### config.mk
export PLATFORM = sky130hd
export DESIGN_NAME = pipe_ctrl_unit
export DESIGN_NICKNAME = d
export VERILOG_FILES = /design/src/rtl/ctrl_pkg.sv /design/src/rtl/ctrl_decode.sv /design/src/rtl/pipe_ctrl_unit.sv
export SDC_FILE = /design/constraint.sdc
export NUM_CORES = 1
export LEC_CHECK = 0
export ABC_AREA = 1
export CORE_ASPECT_RATIO = 2
export CORE_MARGIN = 8
export CORE_UTILIZATION = 30
export DETAILED_ROUTE_END_ITERATION = 8
export HOLD_SLACK_MARGIN = 0.08
export MAX_ROUTING_LAYER = met4
export SLEW_MARGIN = 15
export SYNTH_ARGS = -nofsm -noshare
export SYNTH_HDL_FRONTEND = slang
export SYNTH_HIERARCHICAL = 1
export SYNTH_SLANG_ARGS = --single-unit
### constraint.sdc
create_clock -name clk -period 1.65 [get_ports clk]
set_clock_uncertainty 0.2 [all_clocks]
set_input_delay 0.4125 -clock clk [delete_from_list [all_inputs] [get_ports clk]]
set_output_delay 0.4125 -clock clk [all_outputs]
set_load 0.02 [all_outputs]
### src/rtl/ctrl_pkg.sv
// Shared definitions for the pipeline control unit: opcodes, ALU-op codes
// and the per-instruction control bundle carried down the pipeline.
package ctrl_pkg;

   localparam int CTRL_OPCODE_W = 6;
   localparam int CTRL_ALUOP_W  = 2;

   // Primary opcodes understood by the decoder
   localparam logic [CTRL_OPCODE_W-1:0] R_TYPE = 6'b000000;
   localparam logic [CTRL_OPCODE_W-1:0] LW     = 6'b100011;
   localparam logic [CTRL_OPCODE_W-1:0] SW     = 6'b101011;
   localparam logic [CTRL_OPCODE_W-1:0] BEQ    = 6'b000100;
   localparam logic [CTRL_OPCODE_W-1:0] ADDI   = 6'b001000;

   // ALU-op codes handed to the ALU control block
   localparam logic [CTRL_ALUOP_W-1:0] ALUOP_ADD   = 2'b00;
   localparam logic [CTRL_ALUOP_W-1:0] ALUOP_SUB   = 2'b01;
   localparam logic [CTRL_ALUOP_W-1:0] ALUOP_FUNCT = 2'b10;

   // Control bundle for one instruction; each stage register holds one of these
   typedef struct packed {
      logic                    reg_dst;
      logic                    alu_src;
      logic [CTRL_ALUOP_W-1:0] alu_op;
      logic                    branch;
      logic                    mem_read;
      logic                    mem_write;
      logic                    reg_write;
      logic                    mem_to_reg;
      logic                    illegal;
   } ctrl_t;

   // A bubble has every control bit low, including illegal
   localparam ctrl_t CTRL_BUBBLE = '0;

endpackage

### src/rtl/ctrl_decode.sv
// Combinational ID-stage decoder: opcode + valid -> control bundle.
// Unknown opcodes produce an all-zero bundle with only the illegal bit set.
module ctrl_decode
   import ctrl_pkg::*;
#(
   parameter int OPCODE_W = 6
)(
   input  logic                id_valid,
   input  logic [OPCODE_W-1:0] id_opcode,
   output ctrl_t               ctrl
);

   logic [CTRL_OPCODE_W-1:0] op_norm;

   assign op_norm = CTRL_OPCODE_W'(id_opcode);

   // Table lookup; an empty IF/ID slot decodes to a bubble
   always_comb begin
      ctrl = CTRL_BUBBLE;
      if (id_valid) begin
         case (op_norm)
            R_TYPE: begin
               ctrl.reg_dst   = 1'b1;
               ctrl.alu_op    = ALUOP_FUNCT;
               ctrl.reg_write = 1'b1;
            end
            LW: begin
               ctrl.alu_src    = 1'b1;
               ctrl.alu_op     = ALUOP_ADD;
               ctrl.mem_read   = 1'b1;
               ctrl.reg_write  = 1'b1;
               ctrl.mem_to_reg = 1'b1;
            end
            SW: begin
               ctrl.alu_src   = 1'b1;
               ctrl.alu_op    = ALUOP_ADD;
               ctrl.mem_write = 1'b1;
            end
            BEQ: begin
               ctrl.alu_op = ALUOP_SUB;
               ctrl.branch = 1'b1;
            end
            ADDI: begin
               ctrl.alu_src   = 1'b1;
               ctrl.alu_op    = ALUOP_ADD;
               ctrl.reg_write = 1'b1;
            end
            default: begin
               ctrl.illegal = 1'b1;
            end
         endcase
      end
   end

endmodule

### src/rtl/pipe_ctrl_unit.sv
// 5-stage MIPS pipeline control: decodes in ID, carries the control bundle
// through ID/EX, EX/MEM and MEM/WB, inserts load-use bubbles, squashes
// wrong-path work on a taken branch and counts stall/flush events.
module pipe_ctrl_unit
   import ctrl_pkg::*;
#(
   parameter int OPCODE_W   = 6,
   parameter int REG_ADDR_W = 5,
   parameter int ALUOP_W    = 2,
   parameter int CNT_W      = 16,
   parameter int HAZARD_EN  = 1
)(
   input  logic                  clk,
   input  logic                  rst_n,
   input  logic                  id_valid,
   input  logic [OPCODE_W-1:0]   id_opcode,
   input  logic [REG_ADDR_W-1:0] id_rs,
   input  logic [REG_ADDR_W-1:0] id_rt,
   input  logic [REG_ADDR_W-1:0] ex_rt,
   input  logic                  flush,
   output logic                  pc_write,
   output logic                  ifid_write,
   output logic                  ifid_flush,
   output logic                  ex_reg_dst,
   output logic                  ex_alu_src,
   output logic [ALUOP_W-1:0]    ex_alu_op,
   output logic                  mem_branch,
   output logic                  mem_read,
   output logic                  mem_write,
   output logic                  wb_reg_write,
   output logic                  wb_mem_to_reg,
   output logic                  illegal,
   output logic [CNT_W-1:0]      stall_cnt,
   output logic [CNT_W-1:0]      flush_cnt
);

   ctrl_t dec_ctrl;
   ctrl_t idex_reg, idex_next;
   ctrl_t exmem_reg, exmem_next;
   ctrl_t memwb_reg;

   logic load_use;
   logic stall_take;

   logic [CNT_W-1:0] stall_cnt_reg;
   logic [CNT_W-1:0] flush_cnt_reg;

   ctrl_decode #(
      .OPCODE_W (OPCODE_W)
   ) u_decode (
      .id_valid  (id_valid),
      .id_opcode (id_opcode),
      .ctrl      (dec_ctrl)
   );

   // Load-use detection: the load in EX writes a register the ID instruction reads
   generate
      if (HAZARD_EN != 0) begin : g_hazard
         assign load_use = id_valid & idex_reg.mem_read &
                           ((ex_rt == id_rs) | (ex_rt == id_rt));
      end else begin : g_no_hazard
         logic unused_regs;
         assign unused_regs = ^{id_rs, id_rt, ex_rt};
         assign load_use    = 1'b0;
      end
   endgenerate

   // A taken branch overrides the stall: the stalled instruction is wrong-path anyway
   assign stall_take = load_use & ~flush;

   assign pc_write   = ~stall_take;
   assign ifid_write = ~stall_take;
   assign ifid_flush = flush;

   // Next values for the stage registers that can be forced to a bubble
   always_comb begin
      idex_next  = dec_ctrl;
      exmem_next = idex_reg;
      if (flush || stall_take) begin
         idex_next = CTRL_BUBBLE;
      end
      if (flush) begin
         exmem_next = CTRL_BUBBLE;
      end
   end

   // Stage registers advance every cycle; MEM/WB always takes EX/MEM so the branch retires
   always_ff @(posedge clk or negedge rst_n) begin
      if (!rst_n) begin
         idex_reg  <= CTRL_BUBBLE;
         exmem_reg <= CTRL_BUBBLE;
         memwb_reg <= CTRL_BUBBLE;
      end else begin
         idex_reg  <= idex_next;
         exmem_reg <= exmem_next;
         memwb_reg <= exmem_reg;
      end
   end

   // Saturating count of cycles spent stalled for a load-use hazard
   always_ff @(posedge clk or negedge rst_n) begin
      if (!rst_n) begin
         stall_cnt_reg <= '0;
      end else if (stall_take && (stall_cnt_reg != {CNT_W{1'b1}})) begin
         stall_cnt_reg <= stall_cnt_reg + CNT_W'(1);
      end
   end

   // Saturating count of branch-flush cycles
   always_ff @(posedge clk or negedge rst_n) begin
      if (!rst_n) begin
         flush_cnt_reg <= '0;
      end else if (flush && (flush_cnt_reg != {CNT_W{1'b1}})) begin
         flush_cnt_reg <= flush_cnt_reg + CNT_W'(1);
      end
   end

   // Per-stage control taken straight from the stage registers
   assign ex_reg_dst    = idex_reg.reg_dst;
   assign ex_alu_src    = idex_reg.alu_src;
   assign ex_alu_op     = ALUOP_W'(idex_reg.alu_op);
   assign illegal       = idex_reg.illegal;
   assign mem_branch    = exmem_reg.branch;
   assign mem_read      = exmem_reg.mem_read;
   assign mem_write     = exmem_reg.mem_write;
   assign wb_reg_write  = memwb_reg.reg_write;
   assign wb_mem_to_reg = memwb_reg.mem_to_reg;
   assign stall_cnt     = stall_cnt_reg;
   assign flush_cnt     = flush_cnt_reg;

   // Bundle bits that have no consumer once a stage has passed
   logic unused_stage_bits;
   assign unused_stage_bits = ^{exmem_reg.reg_dst, exmem_reg.alu_src, exmem_reg.alu_op,
                                exmem_reg.illegal, memwb_reg.reg_dst, memwb_reg.alu_src,
                                memwb_reg.alu_op, memwb_reg.branch, memwb_reg.mem_read,
                                memwb_reg.mem_write, memwb_reg.illegal};

endmodule

After elaboration in Yosys (flattened, before gate mapping)
Cells that the tools add are included.
W data, S select, Z words.
{"block": "classes", "add_sub_neg": 2, "n_mul": 0, "n_div": 0, "n_lt_le_gt_ge": 0, "eq_ne": 8, "shifts": 0, "mux": 11, "bitwise_logic": 6, "reduce_logical": 7}
{"op": "$add A16 B1 Y16 const B", "count": 2}
{"op": "$ne A16 B16 Y1 const B", "count": 2}
{"op": "$mux W10", "count": 2}
{"op": "$eq A6 B6 Y1 const B", "count": 2}
{"op": "$eq A5 B5 Y1", "count": 2}
{"op": "$mux W1", "count": 7}
{"op": "$eq A6 B3 Y1 const B", "count": 1}
{"op": "$eq A6 B4 Y1 const B", "count": 1}
{"op": "$logic_not A6 Y1", "count": 1}
{"op": "$mux W6", "count": 1}
{"op": "$reduce_or A3 Y1", "count": 2}
{"op": "$reduce_or A5 Y1", "count": 1}
{"op": "$pmux W2 S2", "count": 1}
{"op": "$and A1 B1 Y1", "count": 3}
{"op": "$logic_and A1 B1 Y1", "count": 2}
{"op": "$not A1 Y1", "count": 2}
{"op": "$logic_or A1 B1 Y1", "count": 1}
{"op": "$or A1 B1 Y1", "count": 1}
{"block": "word_totals", "ff_bits": 49, "latch_bits": 0, "ramBits": 0, "mem_bits_ro": 0, "word_cells": 52, "n_memories": 0}

Logic depth before layout (Yosys ltp)
Gate-level depths: netlist of run 1.
{"block": "depth", "depth_word": 6, "depth_mapped": 11}

Cells and area by module
Netlist of run 1, hierarchy kept.
{"mod": "pipe_ctrl_unit", "n_inst": 1, "cells_each": 343, "area_each_um2": 2626.3}
{"mod": "ctrl_decode", "n_inst": 1, "cells_each": 30, "area_each_um2": 175.2}

Least setup slack after synthesis of run 1
No wires, ideal clock.
{"block": "synth_timing", "path_kind": "flip-flop to flip-flop", "from": "register stall_cnt_reg[0], in the netlist stall_cnt[0]", "to": "register stall_cnt_reg[7], in the netlist stall_cnt[7]", "setup_time_ns": 0.117, "arrival_ns": 1.529, "required_ns": 1.333, "setup_slack_ns": -0.196, "path_stages_with_launch": 10, "path_buffers": 1, "synth_period_minus_slack_ns": 1.846, "path_cell_list": "dfrtp_1 ha_1 nand3_2 nor3_2 nand3_1 clkinv_1 nor2_4 buf_6 nand2_1 nand2_1"}
{"block": "synth_between", "elab_chain_cells": 2, "word_cells_on_any_way": 3, "cone_classes": "add/sub (1); eq/ne (1); reduce/logical (1)"}
{"element": "from (decl)", "line_no": "pipe_ctrl_unit.sv:45", "rtl": "logic [CNT_W-1:0] stall_cnt_reg;"}
{"element": "from (signal assigned)", "line_no": "pipe_ctrl_unit.sv:105", "rtl": "stall_cnt_reg <= stall_cnt_reg + CNT_W'(1);"}
{"element": "parallel branches: the longest is 2 deep, another holds $add A16 B1 Y16"}
Several ways; the timed one is not identified.
A chain may end at the register's enable or synchronous reset.

Final worst setup path of run 1
{"block": "layout_timing", "from": "register flush_cnt_reg[1], in the netlist flush_cnt[1]", "to": "register flush_cnt_reg[7], in the netlist flush_cnt[7]"}
{"block": "layout_between", "elab_chain_cells": 2, "word_cells_on_any_way": 3, "cone_classes": "add/sub (1); eq/ne (1); reduce/logical (1)"}
{"element": "from (decl)", "line_no": "pipe_ctrl_unit.sv:46", "rtl": "logic [CNT_W-1:0] flush_cnt_reg;"}
{"element": "from (signal assigned)", "line_no": "pipe_ctrl_unit.sv:114", "rtl": "flush_cnt_reg <= flush_cnt_reg + CNT_W'(1);"}
{"element": "parallel branches: the longest is 2 deep, another holds $add A16 B1 Y16"}
Several ways; the timed one is not identified.

==> reports/metrics.cfg, run 1 <==
[final_layout]
diodes=0
syn_to_final_growth_pct=63.0
drive_above_1_share=0.382
fin_cells=620
nFillCells=903
nets=542

[timing]
worst_pin_slew_ps=287
fmax_mhz=555
worst_slack_ps=-153
layout_worst_path_cycle_share=1.09
final.min_clock_period_ps=1800
slew_headroom=0.807
setup_viol=29
finalHoldViolations=0
slew_viol_final=0
rsz0062_at_grt=yes

[synth]
ys_types=30
synth_compound_area_frac=0.0201
synth_seq_cells=49
synth_xor_area_frac=0.0844
synth.top_cell.area_share=0.438
synthAdderAreaFrac=0.00893
synth_top_family_by_area=simple AND/OR/NAND/NOR gates
synthSimpleGateAreaFrac=0.339
synth.area.top_cells=dfrtp_1, nand2_1, inv_1, nor2_1, xor2_1
yosys_warnings=6
synth_ff_type=dfrtp_1
ys_seq_area_frac=0.438
syn_area_um2=2800
netlist.top_cell.by_area=dfrtp_1
synth_area_per_cell_um2=7.51
async_flop_share=1.00
muxShareOfSynthArea=0
synth_edf_count=0
netlist_instances=373
syn-num-nets=400

[placement]
globalplace.congestion=0.837
dp_cells=595
io_buffers=69
pre_cts_ws_ps=-976
post-dp-hpwl_um=5350

[route]
drc=0
vias_per_cell=4.34
wire_per_inst_um=11.9
firstDrtPassIters=4
drt_wl_total_um=7380
drt_iter0_drc=83
postRouteAntennaNets=0
num_vias=2691

[critical_path]
r2r_slack_ps=-150
r2r_start=flush_cnt[1]
r2r_end=flush_cnt[7]
cp.required_ps=1630
arrival_ps=1780
r2r.worst_path.cells=7
crit_path_max_fanout=5
endpoint_kind=register
start_kind=register
worstSetupPathType=reg -> reg

[clocking]
clk_pin_slew_ps=70
worstSkewPairLatency_ps=290
cts-root-buf=clkbuf_16
cts_num_sinks=49
cts_tree=done
cts_buffers=5
cts_max_level=2
clk_path_buf_depth=2

[status]
violations=negative setup slack
status=finished with violations

[worst_hold_path]
hold_depth=0
whs_endpoint=wb_mem_to_reg
hold_path_class=reg -> reg
hold_path_startpoint=exmem_reg[1]

[global_route]
grt_pass1_wl_um=12500
antenna_found_initial=0
grt_pass1_vias=2801
top_usage_layer=met2
grt_util_met2=0.187
grt_use_met3=0.0337
use_met1=0.138
track_usage=0.117
grt_max_degree=41
grt_overflow=0

[die]
die_area_um2=12900
core_area_um2=9200
start_util=0.305
die_w_um=84.3
num_io_pins=70
num_rows=50
dieHeight_um=153

[run]
maxCapViolCount=0

[pwr]
power.density_nw_per_um2=813
p_leak_nw=2.28
ir_drop_v=0.000572

-- kinds of logic (layout without fill, tap and decap cells) --
logic type | after synthesis | after routing
and+or+nand+nor | 215 | 215
adders and majority gates | 2 | 2
xor gates and xnor gates | 27 | 27
buffers and inverters | 71 | 214
DFF | 49 | 49
AOI/OAI and AO/OA | 9 | 9
-- Yosys cell counts (2+ instances only) --
library cell	n
buf_4	7
inv_2	6
nor2_2	3
inv_1	53
nand2_1	111
nand2_2	2
nor2_4	2
dfrtp_1	49
nor2_1	46
o21ai_1	5
ha_1	2
buf_6	2
nand3_1	18
nand4_1	6
xor2_1	19
nand3_2	4
nor3_2	2
xnor2_1	8
nor3_1	17
-- critical path, cell delays in order (launching register included) --
cell and delay (ps):
dfrtp_2 380, ha_4 160, nand3_4 70, or2_4 260, o21ai_4 240, buf_6 190, nor2_4 50, xor2_1 150
-- report_power, final --
part / total [W] / leakage [nW] / switching, W / internal, W
clock: 0.00102 / 0.0702 / 0.000456 / 0.000564
combinational: 0.00128 / 1.55 / 0.000673 / 0.000607
sequential: 0.00141 / 0.659 / 0.000107 / 0.00130
total: 0.00371 / 2.28 / 0.00124 / 0.00248
-- placed cells by master, fill, tap and decap left out, types with 2 or more instances in the layout --
| cell | count |
|---|---|
| nand2_1 | 94 |
| buf_4 | 62 |
| inv_1 | 46 |
| dfrtp_1 | 44 |
| nor2_1 | 32 |
| buf_6 | 22 |
| xor2_1 | 19 |
| clkdlybuf4s15_1 | 18 |
| nand2_2 | 17 |
| nand3_1 | 15 |
| dlygate4sd2_1 | 14 |
| inv_2 | 11 |
| nor2_2 | 11 |
| nor3_1 | 11 |
| buf_2 | 9 |
| nor2_4 | 8 |
| xnor2_1 | 8 |
| clkbuf_2 | 7 |
| nand4_1 | 6 |
| clkdlybuf4s50_1 | 6 |
| nor3_4 | 5 |
| clkbuf_16 | 5 |
| dfrtp_2 | 5 |
| nand3_4 | 4 |
| nor3_2 | 3 |
| o21ai_1 | 3 |
| nand3_2 | 3 |
| buf_12 | 3 |
| clkinvlp_4 | 2 |
| inv_4 | 2 |
| nand2_4 | 2 |
| o21ai_2 | 2 |
| ha_4 | 2 |
| buf_8 | 2 |
| clkdlybuf4s15_2 | 2 |
-- how the worst max path moves through the flow --
stage | startpoint | endpoint | cells past startpoint
2_1_floorplan | flush_cnt[0] | flush_cnt[4] | 7
3_3_place_gp | ex_rt[1] | ifid_write | 9
3_5_place_dp | ex_rt[1] | pc_write | 9
4_1_cts | id_rt[0] | pc_write | 8
5_1_grt | flush_cnt[1] | flush_cnt[2] | 7
6_report | flush_cnt[1] | flush_cnt[7] | 7
-- per-layer routing --
layer | routed length [µm] | share of wire
met5 | 0 | 0
met4 | 104 | 0.014
met3 | 433 | 0.059
met2 | 3670 | 0.50
met1 | 3170 | 0.43
-- repair_timing --
action | 4_1_cts | 5_1_grt
endpoints found under the setup margin | 86 | 57
hold endpoints to repair | 9 | 0
gates cloned | 1 | 0
hold buffers | 1 | 0
gates resized for setup | 180 | 80
buffers inserted | 10 | 8
pin swaps | 35 | 35
-- stage by stage --
step           instance area, µm²  total power (W)  TNS [ps]  utilization  hold WS [ps]
6_report                     4570          0.00371     -1800        0.497           147
5_1_grt                      4570          0.00390     -4310        0.497           155
3_3_place_gp                 4080          0.00238    -21230        0.444          98.8
3_5_place_dp                 4080          0.00239    -22440        0.444           105
4_1_cts                      4350          0.00350     -1290        0.473           151
2_1_floorplan                2870          0.00183     -1030            -         -83.1
-- cell type report --
class,instances,area (µm²),area share
inverter,60,234,0.0512
clock inverter,3,21.3,0.00466
sequential,49,1230,0.270
timing repair buffer,146,1280,0.280
multi-input combinational,253,1550,0.338
tap,104,130,0.0285
clock buffer,5,125,0.0274
No activity file was read; power rests on OpenSTA's default activity.
==> inputs of run 2 (changes only) <==
SLEW_MARGIN = 20   (was 15)
==> results of run 2 <==
Final layout, timing and power as in run 1 (identical DEF).
